### src/rtl/trace_mgmt_pkg.sv
// Shared constants and helpers for the trace management bit deserializer.
// Optional parity support is selected by the TRACE_DESER_PARITY_EN macro.
package trace_mgmt_pkg;

    localparam int WORD_W_DEF   = 32;
    localparam int WORDS_OUT_W  = 16;
    localparam int PARITY_VEC_W = 64;

`ifdef TRACE_DESER_PARITY_EN
    localparam int PARITY_BITS = 1;
`else
    localparam int PARITY_BITS = 0;
`endif

    // Even parity: returns the bit that makes the total count of ones even.
    function automatic logic even_parity(input logic [PARITY_VEC_W-1:0] vec);
        return ^vec;
    endfunction

endpackage

### src/rtl/trace_mgmt_out_reg.sv
// One-entry registered Avalon-ST source stage: loads a word, holds it while
// stalled, and drops valid once the consumer takes it.
module trace_mgmt_out_reg #(
    parameter int DATA_W = 32
) (
    input  logic              clk,
    input  logic              reset_n,
    input  logic              load,
    input  logic [DATA_W-1:0] load_data,
    input  logic              out_ready,
    output logic              out_valid,
    output logic [DATA_W-1:0] out_data,
    output logic              take
);

    assign take = out_valid && out_ready;

    // The producer only asserts load when the slot is empty or being taken,
    // so out_data never changes under a stalled valid.
    always_ff @(posedge clk or negedge reset_n) begin
        if (!reset_n) begin
            out_valid <= 1'b0;
            out_data  <= '0;
        end else if (load) begin
            out_valid <= 1'b1;
            out_data  <= load_data;
        end else if (take) begin
            out_valid <= 1'b0;
        end
    end

endmodule

### src/rtl/trace_mgmt_bit_deserializer.sv
// Packs a 1-bit Avalon-ST stream into WORD_W-bit words for the register decoder.
// Define TRACE_DESER_PARITY_EN to expect a trailing even-parity bit per word.
module trace_mgmt_bit_deserializer
    import trace_mgmt_pkg::*;
#(
    parameter int WORD_W    = WORD_W_DEF,
    parameter bit LSB_FIRST = 1'b1
) (
    input  logic                   clk,
    input  logic                   reset_n,
    input  logic                   flush,
    output logic                   in_ready,
    input  logic                   in_valid,
    input  logic                   in_data,
    input  logic                   out_ready,
    output logic                   out_valid,
    output logic [WORD_W-1:0]      out_data,
    output logic [WORDS_OUT_W-1:0] words_out
`ifdef TRACE_DESER_PARITY_EN
    ,
    output logic                   out_error
`endif
);

    localparam int LAST  = WORD_W - 1 + PARITY_BITS;
    localparam int CNT_W = $clog2(LAST + 1);
    localparam int PAY_W = WORD_W + PARITY_BITS;
    localparam logic [CNT_W-1:0] CNT_LAST = CNT_W'(LAST);

    logic [CNT_W-1:0]  cnt;
    logic [WORD_W-1:0] shreg;
    logic [WORD_W-1:0] shreg_next;
    logic              at_last;
    logic              accept;
    logic              load;
    logic              take;
    logic [PAY_W-1:0]  load_word;
    logic [PAY_W-1:0]  out_word;

    assign at_last  = (cnt == CNT_LAST);
    // Only the completing bit needs a free output slot; earlier bits always land.
    assign in_ready = !flush && !(at_last && out_valid && !out_ready);
    assign accept   = in_valid && in_ready;
    assign load     = accept && at_last;

    // NOTE: every signal assigned in always_comb gets a value on all paths,
    // otherwise synthesis infers a latch.
    always_comb begin
        shreg_next = shreg;
        if (LSB_FIRST) begin
            shreg_next = {in_data, shreg[WORD_W-1:1]};
        end else begin
            shreg_next = {shreg[WORD_W-2:0], in_data};
        end
    end

`ifdef TRACE_DESER_PARITY_EN
    // The completing beat is the parity bit; data bits are already in shreg.
    assign load_word = {even_parity(PARITY_VEC_W'(shreg)) ^ in_data, shreg};
    assign out_error = out_word[WORD_W];
`else
    assign load_word = shreg_next;
`endif

    // NOTE: sequential state uses non-blocking assignments so every register
    // samples pre-edge values regardless of statement order.
    always_ff @(posedge clk or negedge reset_n) begin
        if (!reset_n) begin
            cnt   <= '0;
            shreg <= '0;
        end else if (flush || load) begin
            cnt   <= '0;
            shreg <= '0;
        end else if (accept) begin
            cnt   <= cnt + 1'b1;
            shreg <= shreg_next;
        end
    end

    always_ff @(posedge clk or negedge reset_n) begin
        if (!reset_n) begin
            words_out <= '0;
        end else if (take) begin
            words_out <= words_out + 1'b1;
        end
    end

    trace_mgmt_out_reg #(
        .DATA_W(PAY_W)
    ) u_out_reg (
        .clk      (clk),
        .reset_n  (reset_n),
        .load     (load),
        .load_data(load_word),
        .out_ready(out_ready),
        .out_valid(out_valid),
        .out_data (out_word),
        .take     (take)
    );

    assign out_data = out_word[WORD_W-1:0];

endmodule

### config.mk
export PLATFORM = sky130hd
export DESIGN_NAME = trace_mgmt_bit_deserializer
export DESIGN_NICKNAME = d
export VERILOG_FILES = /design/src/rtl/trace_mgmt_pkg.sv /design/src/rtl/trace_mgmt_out_reg.sv /design/src/rtl/trace_mgmt_bit_deserializer.sv
export SDC_FILE = /design/constraint.sdc
export NUM_CORES = 1
export LEC_CHECK = 0
export ABC_AREA = 1
export CAP_MARGIN = 20
export CORE_MARGIN = 1
export CORE_UTILIZATION = 58
export CTS_CLUSTER_SIZE = 30
export DETAILED_ROUTE_END_ITERATION = 8
export PLACE_DENSITY = 0.85
export RECOVER_POWER = 100
export SLEW_MARGIN = 20
export SYNTH_ARGS = -nofsm -noshare
export SYNTH_HDL_FRONTEND = slang
export SYNTH_HIERARCHICAL = 1
export SYNTH_SLANG_ARGS = --single-unit
### constraint.sdc
create_clock -name clk -period 5.32 [get_ports clk]
set_input_delay 0.532 -clock clk [delete_from_list [all_inputs] [get_ports clk]]
set_output_delay 0.532 -clock clk [all_outputs]
set_load 0.1 [all_outputs]
==> Word-level counts from Yosys, hierarchy flattened <==
Index checks and enable logic that the tools add are counted.
{ "op_classes": {"eq_ne": 1, "n_mux": 6, "n_bitwise": 0, "n_reduce_logical": 12, "magnitude_cmp": 0, "shift": 0, "n_mul": 0, "n_div": 0, "n_addsub": 2} }
{ "op_table": {"columns": ["operator", "count"], "rows": [
  ["32-bit two-way mux", 2],
  ["16-bit by 1-bit adder with 16-bit output, second input constant", 1],
  ["5-bit two-way mux", 2],
  ["1-bit logical AND", 6],
  ["5-bit by 1-bit adder with 5-bit output, second input constant", 1],
  ["5-bit equality test, second input constant", 1],
  ["2-bit nonzero test", 2],
  ["1-bit logical NOT", 3],
  ["1-bit two-way mux", 2],
  ["1-bit logical OR", 1]
]} }
{ "totals": {"romBits": 0, "ff_bits": 86, "ram_bits": 0, "input_bits": 6, "memories": 0, "latch_bits": 0} }

==> Longest topological paths before layout <==
Gate-level depths: netlist of the first run.
{ "depth": {"depth_word": 9, "mapped_depth": 15} }

==> Hierarchy <==
Netlist of the first run, hierarchy kept.
{ "modules_own_cells": {"columns": ["module", "seq_area_each_um2", "area_each_um2", "cells_per_inst", "instances"], "rows": [
  ["trace_mgmt_bit_deserializer", 1301.2, 2378.5, 265, 1],
  ["trace_mgmt_out_reg", 825.8, 1333.8, 142, 1]
]} }

==> Worst setup path before layout of the first run <==
OpenSTA, ideal clock, no wires.
{ "synth_timing": {"path_kind": "reg-to-output", "from": "register cnt[0]", "to": "output in_ready", "slack_ns": 3.071, "n_path_buf": 0, "arrival_time_ns": 1.717, "path_stages_with_launch": 8, "cell_sequence": "dfrtp_1 > ha_1 > nand2_1 > nor2_1 > ha_1 > nand3_1 > nand2_2 > inv_1"} }
{ "synth_via": {"elab_chain_cells": 5} }
{ "synth_lines": {"columns": ["element", "line_no", "source"], "rows": [
  ["start, declared", "trace_mgmt_bit_deserializer.sv:30", "logic [CNT_W-1:0] cnt;"],
  ["start signal, assigned", "trace_mgmt_bit_deserializer.sv:75", "cnt <= cnt + 1'b1;"],
  ["5-bit equality test", "trace_mgmt_bit_deserializer.sv:40", "assign at_last = (cnt == CNT_LAST);"],
  ["1-bit logical AND (2 in a row)", "trace_mgmt_bit_deserializer.sv:42", "assign in_ready = !flush && !(at_last && out_valid && !out_ready);"],
  ["1-bit logical NOT", "trace_mgmt_bit_deserializer.sv:42", null],
  ["1-bit logical AND", "trace_mgmt_bit_deserializer.sv:42", null],
  ["end, declared", "trace_mgmt_bit_deserializer.sv:12", "output logic in_ready,"]
]} }
Every way passes these cells.

==> Worst setup path after layout of the first run <==
{ "layout_timing": {"from": "input flush", "to": "output in_ready"} }
{ "layout_via": {"elab_chain_cells": 2} }
{ "layout_lines": {"columns": ["element", "line_no", "source"], "rows": [
  ["start, declared", "trace_mgmt_bit_deserializer.sv:11", "input logic flush,"],
  ["1-bit logical NOT", "trace_mgmt_bit_deserializer.sv:42", null],
  ["1-bit logical AND", "trace_mgmt_bit_deserializer.sv:42", null]
]} }
Every way passes these cells.

==> metrics.csv, run 1 <==
metric,value,unit
CP Launch Point,flush,
H-tree depth,3,
RSZ-0062 raised after global routing,false,
Worst Skew,9.505,ps
endpoints failing hold,0,
max_cap viols,0,
pwr dens,274.7,mW/mm^2
Std-Cell Rows,28,
"Clk Latency, worst-skew pair",350,ps
worst-case clock buffer depth,2,
WL met2,3548,microns
synth top area cells,"dfrtp_1 57%, nand2_1 15%, nand3_1 11%",
WP data arrival,3570,ps
Peak supply drop,0.1917,mV
static leakage,2.517,nW
die footprint,0.006725,sq mm
number of synthesized register bits,85,
number of global-route vias before repair,2647,
Die W,82.01,microns
Hold Buf Count CTS,0,
clk sink count,85,
initial antenna violation count,0,
post-synthesis cell type count,25,
DRT met1 WL,3144,microns
CP Max Fanout,39,
Gate Count Post-Synth,407,
Max Slew Vio Count,0,
Worst EP required,4790,ps
vias after detailed routing,2868,
CP endpoint kind,primary output,
Area Growth Syn to Fin,18.87,%
area fraction of the dominant cell type after synthesis,57.30,%
Starting Density,61.25,%
Max Freq,243.9,MHz
DRT Pass-1 Iters,5,
async set or reset register ratio after synthesis,100.0,%
register area share after synthesis,57.30,%
largest net degree at the start of global routing,86,
area of the mapped netlist,0.003712,sq mm
synthesized area per cell,9.121,sq um
# DRC,0,
root buffer cell,clkbuf_8,
global-route wire length before repair,11900,microns
met3 wire len,282,microns
Post-synth EDFFs,0,
layout cells sized above 1,7.190,%
multi-input logic area,0.001304,sq mm
io pins,56,
CTS resizes,0,
post-route setup TNS,0,ps
status,"finished, final reports clean",
Final nets,463,
final setup violation count,0,
Main synth FF type,dfrtp_1,
Worst-Margin Slew,1143,ps
Slew HR,23.69,%
Die Ht,82.01,microns
global route total overflow,0,
"antenna viol nets, final",0,
Via density,5.371,
CTS tree,yes,
Post-CTS Setup Inserts,0,
Routed WL,7076,microns
period utilization,77.08,%
Antenna diodes,0,
Iteration-0 DRC Markers,163,
total track usage,23.88,%
Hold Crit Class,in -> async,
hpwl dp,4362,microns
Post-synth top cells,"153 x nand2_1, 85 x dfrtp_1, 78 x nand3_1",
kind of critical path,in -> out,
routed len/inst,13.25,microns
Syn. warnings,6,
IO buf count,55,
fillers,469,
most numerous cell in the Yosys netlist,nand2_1,
gpl congestion,0.7631,
startpoint types,primary input,
worst hold margin,222.5,ps
Top Metal Used,met4,
"area leader, netlist",dfrtp_1,
Synth Net Count,416,
Worst-path clk slew,80,ps
CTS buffer count,9,
core area,0.006061,sq mm
Final Critical Period,4101,ps
sequential cell area,0.002127,sq mm
Worst R2R Start,cnt[0]$_DFFE_PN0P_,
-- per-layer routing --
| metal | up-vias | GRT usage, % |
|---|---|---|
| met1 | 1404 | 30.44 |
| met4 | 0 | 8.596 |
| met5 | - | 0 |
| met3 | 10 | 5.111 |
| li1 | 1389 | - |
| met2 | 65 | 40.08 |
-- per-stage QoR --
step                      std cells  util (%)  setup slack (ps)  power [mW]  instance area (sq um)
after detailed placement        518     69.49              1816      0.7199                   4212
after floorplan                 407         -              3071      0.6976                   3712
after CTS                       534     73.20              1941       1.228                   4437
after global placement          518     69.49              1952      0.7186                   4212
after global routing            534     72.81              1047       1.255                   4413
final                           534     72.81              1219       1.212                   4413
-- power breakdown --
part           internal, mW  switching [mW]  total [mW]
Combinational       0.00989          0.0416      0.0515
Sequential            0.650         0.00465       0.654
Clock                 0.289           0.218       0.507
Total                 0.948           0.264        1.21
-- critical path: stages --
cell	delay [ps]
dlygate4sd3_1	530
inv_1	830
nand2_1	350
inv_1	110
dlygate4sd3_1	1210
-- logic make-up after synthesis --
kind of cell | Yosys count | share of synthesized area (%)
AOI/OAI and AO/OA | 2 | 0.2696
xor gates and xnor gates | 11 | 2.595
adders and majority gates | 3 | 1.011
buffers and inverters | 45 | 6.909
DFF | 85 | 57.30
muxes | 1 | 0.3033
and+or+nand+nor | 260 | 31.61
-- state kept, by name, summed over array words and instances, names as in the netlist --
register and cells:
u_out_reg/out_data 32, cnt 5, words_out 16, u_out_reg/out_valid 1, shreg 31
-- worst paths after layout --
path	endpoint	slack, ps	cells past startpoint
worst min register to register	u_out_reg/out_data[1]$_DFFE_PN0P_	470	2
worst max-delay path	in_ready	1220	5
worst max register to register	u_out_reg/out_data[17]$_DFFE_PN0P_	2090	12
worst min-delay path	words_out[6]$_DFFE_PN0P_	220	1
min in group clk	u_out_reg/out_data[1]$_DFFE_PN0P_	470	2
max in group asynchronous	u_out_reg/out_data[11]$_DFFE_PN0P_	4600	1
-- area by class of cell --
| cell class | instances | area share, % |
|---|---|---|
| Clock inverter | 4 | 1.588 |
| Inverter | 25 | 2.353 |
| Timing Repair Buffer | 56 | 12.67 |
| Clock buffer | 12 | 3.516 |
| Tap cell | 75 | 2.126 |
| Sequential cell | 85 | 48.20 |
| Multi-Input combinational cell | 277 | 29.54 |
-- layout by cell type (no fill, tap or decap), types with 5 or more instances in the layout --
master / n
clkbuf_8: 11
dfrtp_1: 85
dlygate4sd3_1: 52
inv_1: 22
nand2_1: 155
nand2_2: 9
nand3_1: 78
nand4_1: 7
nor2_1: 6
xnor2_1: 5
xor2_1: 6
No activity file was read; power rests on OpenSTA's default activity.
==> run 2, diff against run 1 <==
- CORE_UTILIZATION: 58 -> 48
- PLACE_DENSITY: 0.85 -> 0.75
- clock period: 5.32 -> 3.4 ns (I/O delays scaled with it)
==> run 2 against run 1 <==
The run now ends with max-capacitance violations, max-slew violations left. Routed wire length down 1.2%. First-iteration DRC count grew 37%. Sequential share of layout area grew 0.22 points. Total power grew 47%. Core utilization is 13 points lower. Critical path depth grew 3. Clock power rose by 35%. Critical path type is now reg -> out. Largest cell class unchanged. Largest power group unchanged. Highest routed layer unchanged.
==> metrics.csv, run 2 (same netlist as run 1, synthesis figures left out) <==
metric,value,unit
endpoints failing hold,0,
final setup violation count,0,
Worst-Margin Slew,2034,ps
Area Growth Syn to Fin,18.33,%
R2R setup slack,910,ps
Final Critical Period,2767,ps
io pins,56,
Setup WS post-layout,632.6,ps
Largest register FFs,32,
static leakage,2.498,nW
root buffer cell,clkbuf_8,
crit-path cells,ha_1 -> nand2_1 -> nor2_1 -> ha_1 -> nand3_1 -> nand2_1 -> inv_1 -> clkbuf_1,
Hold Buf Count CTS,0,
pwr dens,406.9,mW/mm^2
clk sink count,85,
status,finished with violations,
worst-case clock buffer depth,2,
Peak supply drop,0.2523,mV
violated checks,"max-capacitance violations, max-slew violations",
hpwl dp,4347,microns
CTS buffer count,9,
gpl congestion,0.7498,
CTS tree,yes,
vias after detailed routing,2832,
Worst-path clk slew,80,ps
Via density,5.048,
kind of critical path,reg -> out,
Worst Skew,4.741,ps
Max Freq,361.3,MHz
CP Max Fanout,5,
Iteration-0 DRC Markers,224,
"Clk Latency, worst-skew pair",340,ps
layout cells sized above 1,6.710,%
"commonest non-fill, non-tap cell in the layout",nand2_1,
die footprint,0.008090,sq mm
Worst EP required,3060,ps
IO buf count,55,
CP peak stage delay,860,ps
WP data arrival,2430,ps
CP max stage cell,clkbuf_1,
"antenna viol nets, final",0,
fillers,656,
post-route setup TNS,0,ps
Max Slew Vio Count,86,
core area,0.007370,sq mm
routed len/inst,12.46,microns
period utilization,81.40,%
Die W,89.95,microns
Starting Density,50.37,%
Die Ht,89.95,microns
# DRC,0,
DRT Pass-1 Iters,4,
Top Registers,"u_out_reg/out_data: 32 flops, shreg: 31 flops, words_out: 16 flops",
startpoint types,flop,
Std-Cell Rows,31,
largest net degree at the start of global routing,86,
CP endpoint kind,primary output,
global-route wire length before repair,12300,microns
Post-CTS Setup Inserts,0,
Final nets,466,
Biggest register,u_out_reg/out_data,
sequential cell area,0.002127,sq mm
max_cap viols,1,
PnR Total Power,1.787,mW
dpl ws,1052,ps
CTS resizes,0,
Hold Crit Class,reg -> reg,
Antenna diodes,0,
Routed WL,6988,microns
RSZ-0062 raised after global routing,false,
number of global-route vias before repair,2806,
Worst Path Buf+Inv,2,
critical path's top delay family,buffers and inverters,
global route total overflow,0,
total track usage,18.70,%
Slew HR,-35.62,%
initial antenna violation count,0,
multi-input logic area,0.001272,sq mm
H-tree depth,3,
most frequent cells in the layout,"160 x nand2_1, 85 x dfrtp_1, 78 x nand3_1",
==> run 2: changes by cell type in the layout (fill, tap and decap cells not counted), moves of 2 or more <==
cell / previous run / this run
clkbuf_8: 11 / 13
dlygate4sd3_1: 52 / 50
nand2_1: 155 / 160
nand2_2: 9 / 4
nor2_1: 6 / 8
bufinv_16: 2 / 0
buf_4: 1 / 4
==> run 2: path summary, 6_finish.rpt <==
| kind | from | to | cells past startpoint |
|---|---|---|---|
| min in group asynchronous | reset_n | words_out[9]$_DFFE_PN0P_ | 1 |
| setup / recovery | cnt[0]$_DFFE_PN0P_ | in_ready | 8 |
| setup reg to reg | cnt[0]$_DFFE_PN0P_ | u_out_reg/out_data[27]$_DFFE_PN0P_ | 13 |
| hold / removal | u_out_reg/out_data[18]$_DFFE_PN0P_ | u_out_reg/out_data[18]$_DFFE_PN0P_ | 2 |
| hold reg to reg | u_out_reg/out_data[18]$_DFFE_PN0P_ | u_out_reg/out_data[18]$_DFFE_PN0P_ | 2 |
| max in group asynchronous | reset_n | cnt[0]$_DFFE_PN0P_ | 1 |
==> run 2: metal layers <==
layer	vias up	GRT usage (%)	part of all wire, %
met5	-	0	0
met4	0	7.124	0.86
met3	7	4.484	5.0
met2	68	31.15	48
met1	1361	23.72	46
li1	1396	-	-
==> run 2: cell type report <==
| class | instances | share of cell area [%] |
|---|---|---|
| clock buffer | 13 | 4.073 |
| clock inverter | 3 | 0.3987 |
| inverter | 25 | 2.364 |
| multi-input combinational | 277 | 28.97 |
| sequential | 85 | 48.42 |
| tap | 99 | 2.820 |
| timing repair buffer | 59 | 12.96 |
==> run 2: power by group <==
part           switching (mW)  internal [mW]  total (mW)
Clock                   0.341          0.343       0.685
Combinational          0.0645         0.0151      0.0796
Sequential            0.00676           1.02        1.02
==> run 2: through the flow <==
| stage | hold slack [ps] | std cells | utilization [%] | area (sq um) |
|---|---|---|---|---|
| 2_1_floorplan | 44.41 | 407 | - | 3712 |
| 3_3_place_gp | 457.3 | 545 | 57.83 | 4262 |
| 3_5_place_dp | 458.4 | 545 | 57.83 | 4262 |
| 4_1_cts | 209.3 | 561 | 60.49 | 4458 |
| 5_1_grt | 489.9 | 561 | 59.61 | 4393 |
| 6_report | 469.3 | 561 | 59.61 | 4393 |
==> run 2: worst register-to-register path: stages, from the launching register on <==
cell and delay, ps:
dfrtp_1 430, ha_1 240, nand2_1 80, nor2_1 40, ha_1 200, nand3_1 100, nand2_1 80, nor2_1 220
inv_4 200, nor2_1 140, buf_4 360, inv_8 160, nand2_1 110, nand2_1 50
==> run 3, diff against run 2 <==
- clock period: 3.4 -> 2.4 ns (I/O delays scaled with it)
==> run 3 against run 2 <==
The run now ends clean. Register-to-register slack lost 630 ps. Total power is 45% higher. Worst hold slack improved by 6.2 ps. Worst setup slack got worse by 380 ps. Highest routed layer unchanged. Global-route usage grew 1.4 points. Via count shrank 0.32%. Cell area decreased by 5.5%. Count of clock-buffer cells in the layout decreased by 2. Largest power group unchanged. Core utilization fell by 3.3 points.
==> metrics.csv, run 3 (same netlist as run 1, synthesis figures left out) <==
metric,value,unit
status,"finished, final reports clean",
Max Slew Vio Count,0,
Peak supply drop,0.3894,mV
Worst-path clk slew,80,ps
max_cap viols,0,
layout cells sized above 1,7.296,%
static leakage,2.263,nW
Top Registers,"u_out_reg/out_data: 32 flops, shreg: 31 flops, words_out: 16 flops",
Worst-Margin Slew,1175,ps
global route total overflow,0,
Routed WL,7421,microns
Max Freq,466.2,MHz
gpl congestion,0.7521,
Reg2Reg Depth,13,
Worst R2R Start,cnt[0]$_DFFE_PN0P_,
Std-Cell Rows,31,
Worst EP required,2160,ps
Final nets,470,
Worst Path Buf+Inv,2,
sequential cell area,0.002127,sq mm
PnR Total Power,2.591,mW
worst-case clock buffer depth,2,
endpoints failing hold,0,
Iteration-0 DRC Markers,273,
Slew HR,22.01,%
fillers,726,
total track usage,20.13,%
period utilization,89.38,%
R2R setup slack,280,ps
IO buf count,55,
most frequent cells in the layout,"162 x nand2_1, 85 x dfrtp_1, 78 x nand3_1",
Die Ht,89.95,microns
RSZ-0062 raised after global routing,false,
crit-path cells,ha_1 -> nand2_1 -> nor2_1 -> ha_1 -> nand3_1 -> nand2_1 -> inv_1 -> buf_12,
Crit path depth,8,
startpoint types,flop,
die footprint,0.008090,sq mm
# DRC,0,
Via density,4.996,
CTS resizes,0,
CP peak stage delay,430,ps
CP endpoint kind,primary output,
final setup violation count,0,
vias after detailed routing,2823,
Final Critical Period,2145,ps
"commonest non-fill, non-tap cell in the layout",nand2_1,
core area,0.007370,sq mm
CP Launch Point,cnt[0]$_DFFE_PN0P_,
Setup WS post-layout,254.8,ps
hpwl dp,4688,microns
WP data arrival,1910,ps
DRT Pass-1 Iters,5,
"antenna viol nets, final",0,
clk sink count,85,
root buffer cell,clkbuf_8,
Antenna diodes,0,
post-route setup TNS,0,ps
CTS buffer count,9,
number of global-route vias before repair,2822,
Hold Crit Class,reg -> reg,
Area Growth Syn to Fin,11.86,%
CP Max Fanout,5,
global-route wire length before repair,13090,microns
CTS tree,yes,
routed len/inst,13.13,microns
"Clk Latency, worst-skew pair",350,ps
CP max stage cell,dfrtp_1,
kind of critical path,reg -> out,
io pins,56,
Biggest register,u_out_reg/out_data,
Worst Skew,8.812,ps
RR Endpoint,u_out_reg/out_data[25]$_DFFE_PN0P_,
Largest register FFs,32,
pwr dens,623.8,mW/mm^2
critical path's top delay family,flip-flops,
Die W,89.95,microns
end point of the critical path,in_ready,
multi-input logic area,0.001286,sq mm
H-tree depth,3,
dpl ws,328.6,ps
largest net degree at the start of global routing,55,
Starting Density,50.37,%
initial antenna violation count,0,
## run 3: metal layers
metal,vias up,GRT usage [%],part of all wire (%)
li1,1401,-,-
met1,1346,27.38,47
met2,70,32.24,48
met3,6,3.976,4.4
met4,0,7.392,1.0
met5,-,0,0
## run 3: timing repair
item / in CTS / in global routing
endpoints found under the setup margin: 0 / 0
hold endpoints to repair: 31 / 0
setup buffers: 0 / 0
hold buffers: 1 / 0
## run 3: worst min path at each step
stage                                               to                               start  depth (start not counted)
finish              u_out_reg/out_data[10]$_DFFE_PN0P_  u_out_reg/out_data[10]$_DFFE_PN0P_                          2
global route         u_out_reg/out_data[1]$_DFFE_PN0P_   u_out_reg/out_data[1]$_DFFE_PN0P_                          2
CTS                           words_out[2]$_DFFE_PN0P_                             reset_n                          2
detailed placement            words_out[2]$_DFFE_PN0P_                             reset_n                          1
global placement              words_out[6]$_DFFE_PN0P_                             reset_n                          1
floorplan                           cnt[0]$_DFFE_PN0P_                             reset_n                          0
## run 3: power by group
group	switching (mW)	internal, mW	leakage (nW)
clock	0.504	0.512	0.0959
sequential	0.0104	1.44	1.17
combinational	0.0973	0.0270	0.999
total	0.612	1.98	2.26
## run 3: cell type report
type | instances | share of cell area [%]
tap | 99 | 2.983
sequential | 85 | 51.22
clock buffer | 11 | 3.405
inverter | 25 | 2.501
timing repair buffer | 63 | 7.502
clock inverter | 5 | 1.416
multi-input combinational | 277 | 30.97
## run 3: through the flow
step,hold slack (ps),instances,util [%],cell area (sq um)
after floorplan,-55.59,407,-,3712
after global placement,205.5,548,56.81,4187
after detailed placement,214.1,548,56.81,4187
after CTS,373.5,565,59.66,4397
after global routing,496.6,565,56.35,4153
final,475.5,565,56.35,4153
## run 3: worst register-to-register path: cells and delay by family (launching register included)
family,cells,cell delay [ps]
fa+ha+maj,2,430
buf+inv,3,410
flops,1,430
simple gates,8,760
